<file path="src/rtl/filt_seq_ctrl.sv">
// filt_seq_ctrl: sequences one pass of a coefficient-ROM FIR band filter for
// every stereo sample taken from the circular sample queue.
//
// Ports:
//   clk          system clock, all state updates on the rising edge
//   rst          asynchronous active-high reset
//   smpl_valid   one-cycle pulse, a new sample was written to the queue
//   q_full       queue holds a full filter window
//   clr_ovr      synchronous clear of the sticky overrun flag
//   lft_filt     band filter left output (meaningful at the capture tap)
//   rght_filt    band filter right output (meaningful at the capture tap)
//   sequencing   filter enable; its rising edge restarts the filter pass
//   q_rd_en      queue read strobe, one sample per cycle during a pass
//   lft_out      captured left result, held until the next capture
//   rght_out     captured right result, held until the next capture
//   out_valid    one-cycle pulse in the cycle after capture
//   busy         high while a pass is running
//   overrun      sticky, a sample arrived while one was already pending
//
// state | meaning
// IDLE  | waiting for a sample (new or pending) with the queue full
// RUN   | filter pass in progress, tap_cnt counts cycles since S0
// DONE  | result captured, out_valid high, forces sequencing low
module filt_seq_ctrl #(
  parameter int CAPTURE_TAP = 1022,
  parameter int CNT_W       = 10
) (
  input  logic        clk,
  input  logic        rst,
  input  logic        smpl_valid,
  input  logic        q_full,
  input  logic        clr_ovr,
  input  logic [15:0] lft_filt,
  input  logic [15:0] rght_filt,
  output logic        sequencing,
  output logic        q_rd_en,
  output logic [15:0] lft_out,
  output logic [15:0] rght_out,
  output logic        out_valid,
  output logic        busy,
  output logic        overrun
);

  typedef enum logic [1:0] {
    IDLE = 2'd0,
    RUN  = 2'd1,
    DONE = 2'd2
  } state_t;

  // Filter address k is presented in cycle S(k+1), so the capture tap is
  // reached when the cycle counter equals CAPTURE_TAP+1.
  localparam logic [CNT_W-1:0] LAST_CNT = CNT_W'(CAPTURE_TAP + 1);

  state_t           state;
  logic [CNT_W-1:0] tap_cnt;
  logic             pending;

  always_ff @(posedge clk or posedge rst) begin
    if (rst) begin
      state      <= IDLE;
      tap_cnt    <= '0;
      pending    <= 1'b0;
      sequencing <= 1'b0;
      q_rd_en    <= 1'b0;
      busy       <= 1'b0;
      out_valid  <= 1'b0;
      overrun    <= 1'b0;
      lft_out    <= '0;
      rght_out   <= '0;
    end else begin
      out_valid <= 1'b0;
      // Cleared here first so that an overrun set below in the same cycle wins.
      if (clr_ovr) overrun <= 1'b0;

      case (state)
        IDLE: begin
          // A sample arriving while the queue is still prefilling is dropped.
          if ((smpl_valid | pending) & q_full) begin
            state      <= RUN;
            tap_cnt    <= '0;
            pending    <= 1'b0;
            sequencing <= 1'b1;
            q_rd_en    <= 1'b1;
            busy       <= 1'b1;
          end
        end

        RUN: begin
          if (smpl_valid) begin
            if (pending) overrun <= 1'b1;
            else         pending <= 1'b1;
          end
          if (tap_cnt == LAST_CNT) begin
            lft_out    <= lft_filt;
            rght_out   <= rght_filt;
            state      <= DONE;
            sequencing <= 1'b0;
            q_rd_en    <= 1'b0;
            busy       <= 1'b0;
            out_valid  <= 1'b1;
          end else begin
            tap_cnt <= tap_cnt + 1'b1;
          end
        end

        DONE: begin
          if (smpl_valid) begin
            if (pending) overrun <= 1'b1;
            else         pending <= 1'b1;
          end
          state <= IDLE;
        end

        default: begin
          state      <= IDLE;
          sequencing <= 1'b0;
          q_rd_en    <= 1'b0;
          busy       <= 1'b0;
        end
      endcase
    end
  end

endmodule
</file>
<file path="config.mk">
export PLATFORM = sky130hd
export DESIGN_NAME = filt_seq_ctrl
export DESIGN_NICKNAME = d
export VERILOG_FILES = /design/src/rtl/filt_seq_ctrl.sv
export SDC_FILE = /design/constraint.sdc
export NUM_CORES = 1
export LEC_CHECK = 0
export ABC_AREA = 1
export CAP_MARGIN = 20
export CORE_MARGIN = 5
export CORE_UTILIZATION = 34
export DETAILED_ROUTE_END_ITERATION = 16
export PLACE_DENSITY = 0.67
export SETUP_SLACK_MARGIN = 0.2
export SLEW_MARGIN = 20
export SYNTH_ARGS = -nofsm -noshare
export SYNTH_HDL_FRONTEND = slang
export SYNTH_SLANG_ARGS = --single-unit
</file>
<file path="constraint.sdc">
create_clock -name clk -period 1.4 [get_ports clk]
set_input_delay 0.28 -clock clk [delete_from_list [all_inputs] [get_ports clk]]
set_output_delay 0.28 -clock clk [all_outputs]
set_load 0.01 [all_outputs]
</file>
* After elaboration in Yosys (flattened, before gate mapping) *
Cells that the tools add are included.

word-level totals
  bits of input ports = 37
  flip-flop bits (word level) = 48
  output and inout port bits = 37

operators by class
  bitwise gates (word level) = 3
  add/subtract/negate cells = 1
  multiplexer cells = 18
  equality and inequality tests = 7
  reductions and logical operators = 9

operators with widths
  cell                                                             number
  10-bit two-way mux                                               2
  10-bit case mux with 2 select lines                              1
  10-bit by 1-bit adder with 10-bit output, second input constant  1
  10-bit == test, second input constant                            1
  1-bit two-way mux                                                10
  3-bit AND reduction                                              3
  2-bit != test, second input constant                             3
  2-bit two-way mux                                                2
  2-bit case mux with 2 select lines                               1
  2-bit AND reduction                                              2
  2-bit nonzero test                                               2
  1-bit case mux with 3 select lines                               1
  2-bit by 1-bit == test with 1-bit output, second input constant  1
  2-bit == test, second input constant                             1
  2-bit zero test                                                  1
  2-bit by 1-bit != test with 1-bit output, second input constant  1
  1-bit case mux with 2 select lines                               1
  2-bit OR reduction                                               1
  1-bit AND                                                        1
  1-bit NOT                                                        1
  1-bit bitwise OR                                                 1

* Depth between registers and ports, before layout *
Gate-level depths: netlist of run 1.

  word-level depth = 4
  gate-level depth with buffers = 9
  depth with buffers taken out = 8

* Worst setup path before layout of run 1 *
No wires, ideal clock.

  kind = register to register
  from = register state[1]
  to = register tap_cnt[2]
  slack = -96 ps
  path buffers = 2
  stages on the path, launching flop included = 8
  library setup time = 126 ps
  arrival = 1370 ps
  cell sequence = dfrtp_1 inv_1 ha_1 buf_2 or2_2 nand3_4 buf_6 o21ai_0

between the ends
  word-level cells in the longest chain between the ends = 3

ends and longest elaborated chain
  element                                                                             RTL line  source
  start, declared                                                                     54        state_t state;
  start signal, assigned                                                              60        state <= IDLE;
  start signal, assigned                                                              79        state <= RUN;
  start signal, assigned                                                              96        state <= DONE;
  2-bit by 1-bit == test with 1-bit output / 2-bit zero test (equally long branches)  75        case (state)
  2-bit != test (no source line) / 2-bit nonzero test (equally long branches)         -
  3-bit AND reduction (no source line)                                                -
  end signal, assigned                                                                102       tap_cnt <= tap_cnt + 1'b1;
  end, declared                                                                       55        logic [CNT_W-1:0] tap_cnt;

Parallel ways exist; a longest one is shown, timed or not.
A chain may end at the register's enable or synchronous reset.

* Worst setup path in the final report of run 1 *
  from = register state[1]
  to = register lft_out[12]

between the ends
  word-level cells in the longest chain between the ends = 2

ends and longest elaborated chain
  element                                   RTL line  source
  2-bit by 1-bit == test with 1-bit output  75
  2-bit AND reduction (no source line)      -
  end signal, assigned                      94        lft_out <= lft_filt;
  end, declared                             37        output logic [15:0] lft_out,

No other way between the ends.

==> results of run 1 <==
[per-layer routing]
| layer | vias up | wire length, µm | share of wire | global-route usage |
|---|---|---|---|---|
| li1 | 1008 | - | - | - |
| met1 | 952 | 2320 | 0.42 | 0.191 |
| met2 | 54 | 2780 | 0.50 | 0.236 |
| met3 | 8 | 376 | 0.068 | 0.0502 |
| met4 | 0 | 89 | 0.016 | 0.0487 |
| met5 | - | 0 | 0 | 0 |
[what timing repair did]
item | 4_1_cts | 5_1_grt
pin swaps | 18 | 11
gates resized for setup | 168 | 40
endpoints found under the setup margin | 84 | 61
gates cloned | 3 | 0
buffers inserted | 11 | 6
[stage by stage]
step           area, µm²  hold slack [ns]
3_5_place_dp        3110            0.465
5_1_grt             3370            0.381
3_3_place_gp        3110            0.461
4_1_cts             3340            0.373
2_1_floorplan       2180            0.310
6_report            3370            0.375
[cell usage after synthesis (all sizes together)]
cell type | n | area (µm²)
buf | 7 | 53.8
clkbuf | 3 | 11.3
dfrtp | 48 | 1200
ha | 5 | 62.6
inv | 13 | 48.8
nand2 | 134 | 503
nand3 | 19 | 120
nand3b | 1 | 7.51
nand4 | 2 | 12.5
nor2 | 5 | 33.8
o21ai | 13 | 65.1
or2 | 4 | 25.0
xnor2 | 1 | 8.76
[path summary, 6_finish.rpt]
kind	startpoint	slack, ns	end
setup reg to reg	state[1]	-0.04	lft_out[12]
setup / recovery	state[1]	-0.04	lft_out[12]
max in group asynchronous	rst	0.83	state[0]
hold / removal	rst	0.38	tap_cnt[9]
hold reg to reg	lft_out[7]	0.48	lft_out[7]
min in group clk	lft_out[7]	0.48	lft_out[7]
[cell families after synthesis]
kind of cell | synth area share
flip-flops | 0.558
buffers and inverters | 0.0529
AND/OR/NAND/NOR | 0.326
AO/OA/AOI/OAI | 0.0302
XOR/XNOR | 0.00407
adder cells (fa/ha/maj) | 0.0291
[power by group through the flow]
| stage | clock network [mW] | registers [mW] | logic, mW |
|---|---|---|---|
| finish | 0.767 | 1.57 | 1.33 |
| global route | 0.849 | 1.58 | 1.46 |
| CTS | 0.793 | 1.56 | 1.27 |
| detailed placement | 0 | 1.58 | 1.09 |
| global placement | 0 | 1.58 | 1.05 |
| floorplan | 0 | 1.59 | 0.661 |
[area by class of cell]
| cell class | count | area [µm²] | area share |
|---|---|---|---|
| multi-input cells | 186 | 1020 | 0.302 |
| well taps | 77 | 96.3 | 0.0286 |
| inverters | 13 | 57.6 | 0.0171 |
| clock inverters | 1 | 5.00 | 0.00148 |
| repair buffers | 110 | 920 | 0.273 |
| clock buffers | 6 | 72.6 | 0.0215 |
| flip-flops and latches | 48 | 1200 | 0.357 |
[flip-flops by register name, indices dropped and copies added (netlist names)]
signal and flops:
lft_out 16, rght_out 16, tap_cnt 10, state 2, busy 1, out_valid 1, overrun 1, pending 1
[worst reg2reg max path: stages, from the launching register on]
cell	delay (ns)
dfrtp_1	0.40
inv_2	0.10
ha_4	0.14
inv_1	0.06
nor2_2	0.12
nand3_4	0.14
inv_6	0.11
buf_6	0.10
buf_12	0.12
nand2_1	0.05
nand2_1	0.05
==> impl_metrics.toml, run 1 <==
[status]
status = "complete, but fails checks"
violations = "negative setup slack"

[critical_path]
crit_buf_inv = 5
ff2ff_path_depth = 10
path_cells = "inv_2, ha_4, inv_1, nor2_2, nand3_4, inv_6, buf_6, buf_12, nand2_1, nand2_1"
crit_fanout = 8
cp_top_family = "buffers and inverters"
arrival_ns = 1.67
cp.depth = 10
slowest_delay_ns = 0.40
slowest_stage = "dfrtp_1"
worstPathRequired_ns = 1.63
worst_path_most_repeated_cell = "nand2_1"
start_kind = "flip-flop"
crit_path_end_kind = "flip-flop"
critical_path_class = "flip-flop to flip-flop"

[drt]
drc = 0
wirelength_mm = 5.56
firstDrtPassIters = 6
via_per_inst = 4.59
wire_per_inst_um = 12.6
drtIter0Drc = 116
vias = 2022
ant_nets = 0

[power_and_ir_drop]
power_density_nw_per_um2 = 1090
switching_share = 0.329
p_int_mw = 2.46
clock_power_share = 0.210
p_comb_frac = 0.363
power.switching_mw = 1.20
p_leak_nw = 1.51
p_seq_frac = 0.428
peakVddDrop_uv = 800
finalPower_mw = 3.66

[cts]
clock_sinks = 48
cts_buffers = 5
cts_tree = "done"
clk_latency_ns = 0.29
clockRootBuffer = "clkbuf_8"
cts_hold_buf = 0
max-clock-path-buffers = 2
clk_pin_slew_ns = 0.09
htreeDepth = 2

[global_route]
antenna_found_initial = 0
grt_pass1_wl_mm = 9.19
grtUsageTotal = 0.148
grt_max_degree = 35
grt_pass1_vias = 2015
overflow = 0

[layout]
diodes = 0
finish.utilization = 0.540
nets = 406
fill_cells = 592
stdcell_count = 441
final_common_cell = "nand2_1"
area.growth.synth_to_final_pct = 56.5
layout_common_cells = "99 x nand2_1, 47 x dfrtp_1, 36 x clkdlybuf4s50_1"
drive_above_1_share = 0.379

[timing]
final.setup.tns_ns = -0.631
rsz0062_at_grt = "yes"
drv_slew = 0
setup_violations = 24
maxSlewHeadroom = 0.851
worstMarginPinSlew_ns = 0.224
clock.fmax_ghz = 0.694
period_needed_ns = 1.44
finalCritPeriodShare = 1.03
hold_violations = 0
clock_skew_ns = 0.00752
fin_ws_ns = -0.0410

[floorplan]
die_area_um2 = 8020
die_y_um = 89.6
initial_utilization = 0.345
rows = 29
coreArea_um2 = 6240
die_w_um = 89.6
ios = 74

[synth]
ys_seq_area_frac = 0.558
yosysWarnings = 0
synth_cell_types = 20
netlist_instances = 255
syn_nets = 297
syn_avg_cell_area_um2 = 8.44
synth_seq_cells = 48
synth_area_um2 = 2150

[place]
place_congestion = 0.749
dp_slack_ns = -0.224
hpwl_mm = 3.87
dp_cells = 414
place.port_buffers = 73

[hold_path]
hold_class = "input port to asynchronous set/reset pin"

[flow_run]
drv_cap = 0
No activity file was read; power rests on OpenSTA's default activity.
==> run 2: changes to the inputs <==
REMOVE_ABC_BUFFERS = 1   (was unset)
==> run 2 against run 1 <==
The run still ends with negative setup slack left. Wire length increased by 21%. Count of clock-buffer cells in the layout unchanged. Combinational power increased by 31%. Final cell count grew 3.9%. Register-to-register slack is essentially flat. Die area unchanged. Fmax is 0.64% lower. Clock power grew 13%. Flip-flop and latch count stayed put. Global-route usage shrank 0.21 points. Critical endpoint is now lft_out[14].
==> impl_metrics.toml, run 2 (synthesized netlist as in run 1, its figures left out) <==
[global_route]
overflow = 0
grt_pass1_wl_mm = 9.16
grt_max_degree = 45
antenna_found_initial = 0
grt_pass1_vias = 1994
grtUsageTotal = 0.146

[floorplan]
die_w_um = 89.6
coreArea_um2 = 6240
rows = 29
die_area_um2 = 8020
ios = 74
die_y_um = 89.6
initial_utilization = 0.345

[cts]
cts_tree = "done"
cts_hold_buf = 0
cts_buffers = 5
clock_sinks = 48
clk_pin_slew_ns = 0.09
htreeDepth = 2
clockRootBuffer = "clkbuf_8"
max-clock-path-buffers = 2
clk_latency_ns = 0.29

[drt]
drc = 0
vias = 2143
firstDrtPassIters = 4
drtIter0Drc = 44
via_per_inst = 4.68
wire_per_inst_um = 14.7
ant_nets = 0
wirelength_mm = 6.71

[power_and_ir_drop]
power_density_nw_per_um2 = 1080
finalPower_mw = 4.16
p_leak_nw = 1.71
peakVddDrop_uv = 830

[timing]
drv_slew = 0
finalCritPeriodShare = 1.04
rsz0062_at_grt = "yes"
fin_ws_ns = -0.0502
clock_skew_ns = 0.0106
clock.fmax_ghz = 0.690
period_needed_ns = 1.45
worstMarginPinSlew_ns = 0.236
maxSlewHeadroom = 0.843
setup_violations = 19
hold_violations = 0

[layout]
area.growth.synth_to_final_pct = 78.7
top_regs = "lft_out x16, rght_out x16, tap_cnt x10"
drive_above_1_share = 0.517
final_common_cell = "nand2_1"
diodes = 0
nets = 422
layout_common_cells = "62 x nand2_1, 53 x nand2_2, 47 x dfrtp_1"

[place]
place.port_buffers = 73
hpwl_mm = 3.71
place_congestion = 0.780
dp_slack_ns = -0.187

[status]
status = "complete, but fails checks"
violations = "negative setup slack"

[critical_path]
critical_path_class = "flip-flop to flip-flop"
slowest_delay_ns = 0.36
arrival_ns = 1.69
worst_path_most_repeated_cell = "nand2_2"
worstPathRequired_ns = 1.64
start_kind = "flip-flop"
reg2reg_to = "lft_out[14]"
crit_fanout = 6
reg2reg_slack_ns = -0.05
ff2ff_path_depth = 9
path_cells = "ha_2, nand2_2, nor2_4, nand3_4, buf_6, clkinv_8, clkbuf_16, nand2_4, nand2_2"
crit_path_end_kind = "flip-flop"
r2r-start = "tap_cnt[1]"
slowest_stage = "dfrtp_1"

[flow_run]
drv_cap = 0

[hold_path]
hold_class = "input port to asynchronous set/reset pin"
run 2: changes by cell type in the layout (fill, tap and decap cells not counted), moves of 8 or more:
| cell | before | now |
|---|---|---|
| nand2_1 | 99 | 62 |
| nand2_2 | 33 | 53 |
| nand2_4 | 2 | 18 |
| buf_2 | 34 | 26 |
| buf_4 | 25 | 33 |
run 2: final cells by class:
class	count	area, µm²
Timing Repair Buffer	126	1160
Fill cell	511	2390
Clock inverter	2	15.0
Clock buffer	6	82.6
Tap cell	77	96.3
Inverter	13	61.3
Multi-Input combinational cell	186	1230
Sequential cell	48	1200
run 2: stage by stage:
step	std cells	util	TNS, ns	cell area, µm²	hold slack, ns
5_1_grt	458	0.616	-3.38	3850	0.176
3_3_place_gp	414	0.496	-3.37	3100	0.462
6_report	458	0.616	-0.401	3850	0.185
3_5_place_dp	414	0.496	-4.84	3100	0.464
2_1_floorplan	245	-	-20.11	2090	0.376
4_1_cts	442	0.557	-0.0663	3470	0.172
run 2: per-layer routing:
metal,up-vias,track usage,part of all wire
met5,-,0,0
met4,0,0.0392,0.0094
met3,6,0.0301,0.062
met2,61,0.255,0.52
met1,1023,0.184,0.41
li1,1053,-,-
run 2: critical path, delay by kind of cell (launching register included):
family | cells | cell delay (ns)
simple gates | 5 | 0.45
buf+inv | 3 | 0.39
fa+ha+maj | 1 | 0.19
flops | 1 | 0.36
run 2: worst max-delay path by stage:
stage / start / to
after floorplan: state[1] / lft_out[0]
after global routing: tap_cnt[0] / lft_out[14]
after global placement: smpl_valid / tap_cnt[9]
final: tap_cnt[1] / lft_out[14]
after detailed placement: smpl_valid / tap_cnt[2]
after CTS: tap_cnt[0] / tap_cnt[4]
run 2: power by group:
part           switching, mW  internal, mW
registers             0.0751          1.49
clock network          0.462         0.400
logic                  0.863         0.874
run 2: what timing repair did:
item / in CTS / in global routing
cloned: 4 / 5
hold endpoints to repair: 0 / 0
pin swaps: 15 / 37
buffers inserted: 16 / 11
endpoints found under the setup margin: 84 / 72
gates resized for setup: 160 / 122
==> run 3: changes to the inputs <==
CORE_ASPECT_RATIO = 0.6   (was unset)
==> run 3 against run 2 <==
The run still ends with negative setup slack left. Highest routed layer unchanged. Fmax down 1.5%. Combinational power down 9%. Setup slack worse by 0.021 ns.
==> impl_metrics.toml, run 3 (synthesized netlist as in run 1, its figures left out) <==
[timing]
worstMarginPinSlew_ns = 0.260
drv_slew = 0
clock_skew_ns = 0.00473
hold_violations = 0
setup_violations = 32
period_needed_ns = 1.47
rsz0062_at_grt = "yes"
finalCritPeriodShare = 1.05
fin_ws_ns = -0.0716
clock.fmax_ghz = 0.680
maxSlewHeadroom = 0.827

[global_route]
grt_max_degree = 49
antenna_found_initial = 0
gr-usage-met1 = 0.213
overflow = 0
grt_pass1_vias = 1987
top_usage_layer = "met2"
grt_pass1_wl_mm = 9.81
grtUsageTotal = 0.151
grtUsageMet2 = 0.234
use_met3 = 0.0405

[power_and_ir_drop]
clock_power_share = 0.237
peakVddDrop_uv = 690
p_leak_nw = 1.51
power_density_nw_per_um2 = 1210
p_seq_frac = 0.380
finalPower_mw = 4.14
p_comb_frac = 0.382
p_int_mw = 2.76
power.switching_mw = 1.38
switching_share = 0.333

[critical_path]
slowest_delay_ns = 0.37
crit_path_end_kind = "flip-flop"
arrival_ns = 1.70
worstPathRequired_ns = 1.63
crit_fanout = 4
start_kind = "flip-flop"
crit_buf_inv = 3
cp_top_family = "simple AND/OR/NAND/NOR gates"
slowest_stage = "dfrtp_1"
critical_path_class = "flip-flop to flip-flop"
path_cells = "ha_2, nand2_2, nor2_4, buf_6, buf_4, buf_6, nand2_2, nand2_1, nand3_1, o21ai_1"

[layout]
design_area_um2 = 3430
top_regs = "lft_out x16, rght_out x16, tap_cnt x10"
layout_common_cells = "116 x nand2_1, 47 x dfrtp_1, 36 x clkdlybuf4s50_1"
multi_input_area_um2 = 1010
finish.utilization = 0.558
stdcell_count = 447
area.growth.synth_to_final_pct = 59.2
nets = 404
drive_above_1_share = 0.347
fill_cells = 573
final_common_cell = "nand2_1"
regArea_um2 = 1200
diodes = 0

[place]
place.port_buffers = 73
dp_cells = 418
place_area_um2 = 3080
hpwl_mm = 3.71
place_congestion = 0.768

[floorplan]
die_area_um2 = 8080
ios = 74
coreArea_um2 = 6140
die_y_um = 71.6
rows = 22
initial_utilization = 0.351
die_w_um = 113

[drt]
drtIter0Drc = 54
firstDrtPassIters = 4
drc = 0
vias = 2005
wire_per_inst_um = 13.6
via_per_inst = 4.49
ant_nets = 0
wirelength_mm = 6.07

[status]
status = "complete, but fails checks"
violations = "negative setup slack"

[flow_run]
drv_cap = 0

[cts]
htreeDepth = 2
cts_buffers = 5
clk_latency_ns = 0.30
clk_pin_slew_ns = 0.09
clockRootBuffer = "clkbuf_8"
clock_sinks = 48
cts_hold_buf = 0
max-clock-path-buffers = 2
cts_tree = "done"

[hold_path]
hold_class = "input port to asynchronous set/reset pin"
[run 3: cell count changes in the layout (fill, tap and decap cells not counted), sizes merged]
cell,change
clkbuf,-11
clkinvlp,-2
bufinv,+1
inv,+1
buf,-7
[run 3: metal layers]
layer	vias to the layer above	share of wire	routed length, µm
li1	1009	-	-
met2	61	0.44	2680
met4	0	0.0074	45
met3	5	0.069	418
met5	-	0	0
met1	930	0.48	2930
[run 3: final cells by class]
| class | instances | area share |
|---|---|---|
| clock buffer | 6 | 0.0212 |
| timing repair buffer | 108 | 0.277 |
| inverter | 13 | 0.0157 |
| multi-input combinational | 186 | 0.294 |
| tap | 84 | 0.0307 |
| sequential | 48 | 0.351 |
| clock inverter | 2 | 0.0102 |
[run 3: through the flow]
step                      TNS (ns)  worst slack, ns  hold WS, ns
after floorplan             -20.11           -0.479        0.376
after global placement       -5.02           -0.159        0.460
after detailed placement     -5.81           -0.223        0.465
after CTS                   -0.474          -0.0557        0.357
after global routing         -4.54           -0.157        0.360
final                       -0.647          -0.0716        0.344
[run 3: worst reg2reg max path: stages, from the launching register on]
cell and delay, ns:
dfrtp_1 0.37, ha_2 0.19, nand2_2 0.07, nor2_4 0.17, buf_6 0.12, buf_4 0.11, buf_6 0.09, nand2_2 0.04
nand2_1 0.06, nand3_1 0.06, o21ai_1 0.11
[run 3: final timing paths]
check / startpoint / endpoint / slack, ns / cells after the start
worst max-delay path: tap_cnt[0] / tap_cnt[8] / -0.07 / 10
worst min register to register: lft_out[0] / lft_out[0] / 0.48 / 2
min in group clk: lft_out[0] / lft_out[0] / 0.48 / 2
max in group asynchronous: rst / tap_cnt[4] / 0.82 / 3
worst max register to register: tap_cnt[0] / tap_cnt[8] / -0.07 / 10
worst min-delay path: rst / rght_out[4] / 0.34 / 3
[run 3: power by group through the flow]
| stage | clock [mW] | sequential (mW) | combinational (mW) |
|---|---|---|---|
| after CTS | 1.02 | 1.57 | 1.40 |
| final | 0.982 | 1.57 | 1.58 |
| after floorplan | 0 | 1.61 | 0.514 |
| after detailed placement | 0 | 1.58 | 1.02 |
| after global routing | 1.09 | 1.59 | 1.73 |
| after global placement | 0 | 1.58 | 0.997 |
[run 3: repair_timing]
item                                   4_1_cts  5_1_grt
cloned                                       4        0
setup buffers                               12        5
gates resized for setup                    166       47
endpoints found under the hold margin        0        0
pin swaps                                   11       13
setup endpoints to repair                   84       62
